**config.mk**
```make
export PLATFORM = sky130hd
export DESIGN_NAME = cla_32
export DESIGN_NICKNAME = d
export VERILOG_FILES = /design/src/rtl/cla_32.sv
export SDC_FILE = /design/constraint.sdc
export NUM_CORES = 1
export LEC_CHECK = 0
export CAP_MARGIN = 10
export CORE_ASPECT_RATIO = 0.5
export CORE_MARGIN = 1.5
export CORE_UTILIZATION = 41
export DETAILED_ROUTE_END_ITERATION = 10
export PLACE_DENSITY = 0.86
export SYNTH_ARGS = -nofsm -noshare
export SYNTH_HDL_FRONTEND = slang
export SYNTH_SLANG_ARGS = --single-unit
```
**constraint.sdc**
```tcl
create_clock -name Clk -period 7.1 [get_ports Clk]
set_input_delay 1.42 -clock Clk [delete_from_list [all_inputs] [get_ports Clk]]
set_output_delay 1.42 -clock Clk [all_outputs]
set_load 0.05 [all_outputs]
```
**src/rtl/cla_32.sv**
```systemverilog
// 32-bit two-level carry-lookahead adder: combinational A + B + Cin with carry-out
// and signed overflow, plus a registered copy of all three results.
module cla_32 (
    input  logic        Clk,
    input  logic        Reset,
    input  logic [31:0] A,
    input  logic [31:0] B,
    input  logic        Cin,
    output logic [31:0] Sum,
    output logic        Cout,
    output logic        Ovf,
    output logic [31:0] Sum_q,
    output logic        Cout_q,
    output logic        Ovf_q
);

    // 4-wide lookahead cell shared by both levels: returns {G, P, c3, c2, c1}.
    // G and P do not depend on ci, so callers may pass 0 when only G/P are needed.
    function automatic logic [4:0] cla4_f(input logic [3:0] g, input logic [3:0] p,
                                          input logic ci);
        logic c1;
        logic c2;
        logic c3;
        logic gg;
        logic pp;
        c1 = g[0] | (p[0] & ci);
        c2 = g[1] | (p[1] & g[0]) | (p[1] & p[0] & ci);
        c3 = g[2] | (p[2] & g[1]) | (p[2] & p[1] & g[0]) | (p[2] & p[1] & p[0] & ci);
        gg = g[3] | (p[3] & g[2]) | (p[3] & p[2] & g[1]) | (p[3] & p[2] & p[1] & g[0]);
        pp = &p;
        return {gg, pp, c3, c2, c1};
    endfunction

    logic [31:0] g_s;
    logic [31:0] p_s;
    logic [31:0] c_s;
    logic [7:0]  grp_g_s;
    logic [7:0]  grp_p_s;
    logic [7:0]  grp_c_s;
    logic [1:0]  sec_g_s;
    logic [1:0]  sec_p_s;
    logic        c16_s;
    logic [31:0] sum_s;
    logic        cout_s;
    logic        ovf_s;

    logic [31:0] sum_r;
    logic        cout_r;
    logic        ovf_r;

    // Lookahead tree: bit g/p, group G/P, section G/P, then carries back down.
    always_comb begin
        logic [4:0] la_v;
        g_s     = A & B;
        p_s     = A ^ B;
        c_s     = 32'h0000_0000;
        grp_g_s = 8'h00;
        grp_p_s = 8'h00;
        grp_c_s = 8'h00;
        sec_g_s = 2'b00;
        sec_p_s = 2'b00;
        c16_s   = 1'b0;
        la_v    = 5'b00000;

        for (int k = 0; k < 8; k++) begin
            la_v       = cla4_f(g_s[4*k +: 4], p_s[4*k +: 4], 1'b0);
            grp_g_s[k] = la_v[4];
            grp_p_s[k] = la_v[3];
        end

        // Lower section first: its G/P produce c16, the carry-in of the upper section.
        la_v         = cla4_f(grp_g_s[3:0], grp_p_s[3:0], Cin);
        sec_g_s[0]   = la_v[4];
        sec_p_s[0]   = la_v[3];
        grp_c_s[0]   = Cin;
        grp_c_s[3:1] = la_v[2:0];
        c16_s        = sec_g_s[0] | (sec_p_s[0] & Cin);

        la_v         = cla4_f(grp_g_s[7:4], grp_p_s[7:4], c16_s);
        sec_g_s[1]   = la_v[4];
        sec_p_s[1]   = la_v[3];
        grp_c_s[4]   = c16_s;
        grp_c_s[7:5] = la_v[2:0];

        for (int k = 0; k < 8; k++) begin
            la_v                 = cla4_f(g_s[4*k +: 4], p_s[4*k +: 4], grp_c_s[k]);
            c_s[4*k]             = grp_c_s[k];
            c_s[4*k + 1 +: 3]    = la_v[2:0];
        end

        sum_s  = p_s ^ c_s;
        cout_s = sec_g_s[1] | (sec_p_s[1] & c16_s);
        ovf_s  = (A[31] == B[31]) && (sum_s[31] != A[31]);
    end

    // Pipeline copy of the result; cleared asynchronously, no enable.
    always_ff @(posedge Clk or negedge Reset) begin
        if (!Reset) begin
            sum_r  <= 32'h0000_0000;
            cout_r <= 1'b0;
            ovf_r  <= 1'b0;
        end else begin
            sum_r  <= sum_s;
            cout_r <= cout_s;
            ovf_r  <= ovf_s;
        end
    end

    assign Sum    = sum_s;
    assign Cout   = cout_s;
    assign Ovf    = ovf_s;
    assign Sum_q  = sum_r;
    assign Cout_q = cout_r;
    assign Ovf_q  = ovf_r;

endmodule

```
==> reports/metrics.yaml <==
synthCells: 207
clk_path_buf_depth: 2
syn_nets: 314
use_met2: 0.435
period_share: 0.948
cp-start-kind: "input port"
dpl_cell_area_um2: 3710
startpoint: "A[5]"
cts_tree: "built"
place_ws_ns: 0.401
setup-violations-final: 0
htree_num_levels: 2
antenna_left: 0
grt_pass1_vias: 2307
fin_area_um2: 3780
viasPerCell: 5.28
status: "finished, final reports clean"
multiInputGateArea_um2: 1410
clkSlewWorstSetupHoldPaths_ns: 0.07
maxCapViolCount: 0
worstPathMaxFanout: 5
finalCriticalPeriod_ns: 6.73
final_max_slew_viol_count: 0
synth.distinct_cells: 44
core_um2: 5130
drc_errors: 0
drtPass1Iterations: 4
synth_top_area_share: 0.372
areaGrowthSynthToFinish_pct: 65.5
synthArstFlopShare: 1.00
synth_area_leaders: "dfrtp_1 (37%), ha_1 (18%), fa_1 (7.0%)"
port_buffers: 134
hold_viol: 0
totalWireLength_mm: 6.95
hold_buffers: 0
synthMostInstantiatedCell: "dfrtp_1"
tightest_slew_ns: 0.790
place_hpwl_mm: 5.88
ios: 135
crit_path_end_kind: "primary output"
synth_warnings: 0
avgSynthCellArea_um2: 11.0
crit_end: "Sum[16]"
max_freq_mhz: 149
grt_pass1_wl_mm: 10.9
routedWlPerCell_um: 16.6
grt_usage: 0.232
insertedDiodeCount: 0
netlist_area_um2: 2290
post-route-util: 0.737
place_congestion: 0.864
yosysSeqAreaShare: 0.372
grt_overflow: 0
met1_usage: 0.258
required_ns: 5.68
synth-main-ff-cell: "dfrtp_1"
synth_top_cell_by_area: "dfrtp_1"
relSlewSlack: 0.474
rows: 18
yosys-top-cells-count: "dfrtp_1 (34), ha_1 (32), a21oi_1 (14), xor2_1 (14), nand2_1 (12)"
synth_edf_count: 0
cts-root-buf: "clkbuf_8"
peakVddDrop_uv: 170
final_layout_size_suffix_gt1_frac: 0.0517
die_area_um2: 6060
rsz0062_at_grt: "false"
die_x_um: 109
drt_iter0_drc: 100
cts_buffers: 5
ff_latch_area_um2: 851
power.density_nw_per_um2: 271
p_leak_uw: 0.00165
finalSetupTns_ns: 0
total_power_uw: 1030
crit_type: "input port to primary output"
n_fill_cell: 366
initial_core_util: 0.445
cts_sinks: 34
met3_usage: 0.0539
timing.final.ws_setup_ns: 0.370
dr_total_vias: 2206
grt_max_degree: 35
top_usage_layer: "met2"
ys_ff_latch: 34
final_nets: 455
die_height_um: 55.8
antenna_found_initial: 0
postCtsSetupBuffers: 0
ctsResizeCount: 0
cp.arrival_ns: 5.31
hold_path.class: "input port to asynchronous set/reset pin"
-- state kept, by name, indices dropped and copies added, names as in the netlist --
register / flops
Sum_q: 32
Cout_q: 1
Ovf_q: 1
-- placed cells by master (no fill, tap or decap), types with 2 or more instances in the layout --
cell and n:
clkdlybuf4s50_1 132, dfrtp_1 34, ha_1 32, a21oi_1 14, xor2_1 14, nand2_1 12, nor2_1 10, inv_1 8
fa_1 8, a21o_1 7, xnor2_1 7, o21ai_0 6, clkbuf_8 5, nor2b_1 4, o21a_1 3, a21oi_2 3
nand3_1 3, and4_1 3, nand4_1 3, a31oi_1 3, or2_2 3, and3_1 2, nand2b_1 2, o211ai_1 2
nand3b_1 2, and2_1 2, clkbuf_1 2
-- metrics by stage --
step	hold slack, ns	std cells
after floorplan	1.12	207
after global placement	1.53	411
after detailed placement	1.54	411
after CTS	1.24	418
after global routing	1.28	418
final	1.22	418
-- final cells by class --
class	count	area share
multi-input combinational	165	0.371
timing repair buffer	134	0.353
sequential	34	0.225
tap	70	0.0231
clock buffer	7	0.0202
inverter	8	0.00794
-- worst min-delay path by stage --
| stage | startpoint | end | slack [ns] |
|---|---|---|---|
| after floorplan | Reset | Cout_q$_DFF_PN0_ | 1.12 |
| after global placement | Reset | Sum_q[4]$_DFF_PN0_ | 1.53 |
| after detailed placement | Reset | Sum_q[4]$_DFF_PN0_ | 1.54 |
| after CTS | Reset | Sum_q[22]$_DFF_PN0_ | 1.24 |
| after global routing | Reset | Sum_q[8]$_DFF_PN0_ | 1.28 |
| final | Reset | Sum_q[5]$_DFF_PN0_ | 1.22 |
-- cells by family (layout without fill, tap and decap cells) --
logic type	after synthesis	count (layout)	share of synthesized area
AOI/OAI and AO/OA	51	51	0.150
buffers and inverters	8	149	0.0131
DFF	34	34	0.372
xor gates and xnor gates	21	21	0.0805
muxes	1	1	0.00657
and+or+nand+nor	52	52	0.132
adders and majority gates	40	40	0.245
-- worst max-delay path: stages --
cell             delay (ns)
clkdlybuf4s50_1        0.41
ha_1                   0.38
a211o_1                0.30
a21oi_2                0.21
or4b_4                 0.51
a31oi_2                0.25
o21ai_1                0.12
a21o_1                 0.21
a21o_1                 0.19
fa_1                   0.51
clkdlybuf4s50_1        0.80
-- report_power, final --
| part | leakage (uW) | internal, uW | switching, uW |
|---|---|---|---|
| sequential | 0.000397 | 234 | 11.3 |
| clock | 0.0000383 | 67.6 | 69.3 |
| combinational | 0.00121 | 222 | 422 |
-- layer usage --
layer	part of all wire	wire, um
met1	0.37	2600
met2	0.53	3680
met3	0.073	505
met4	0.024	166
met5	0	0
(Power assumes the default switching activity.)
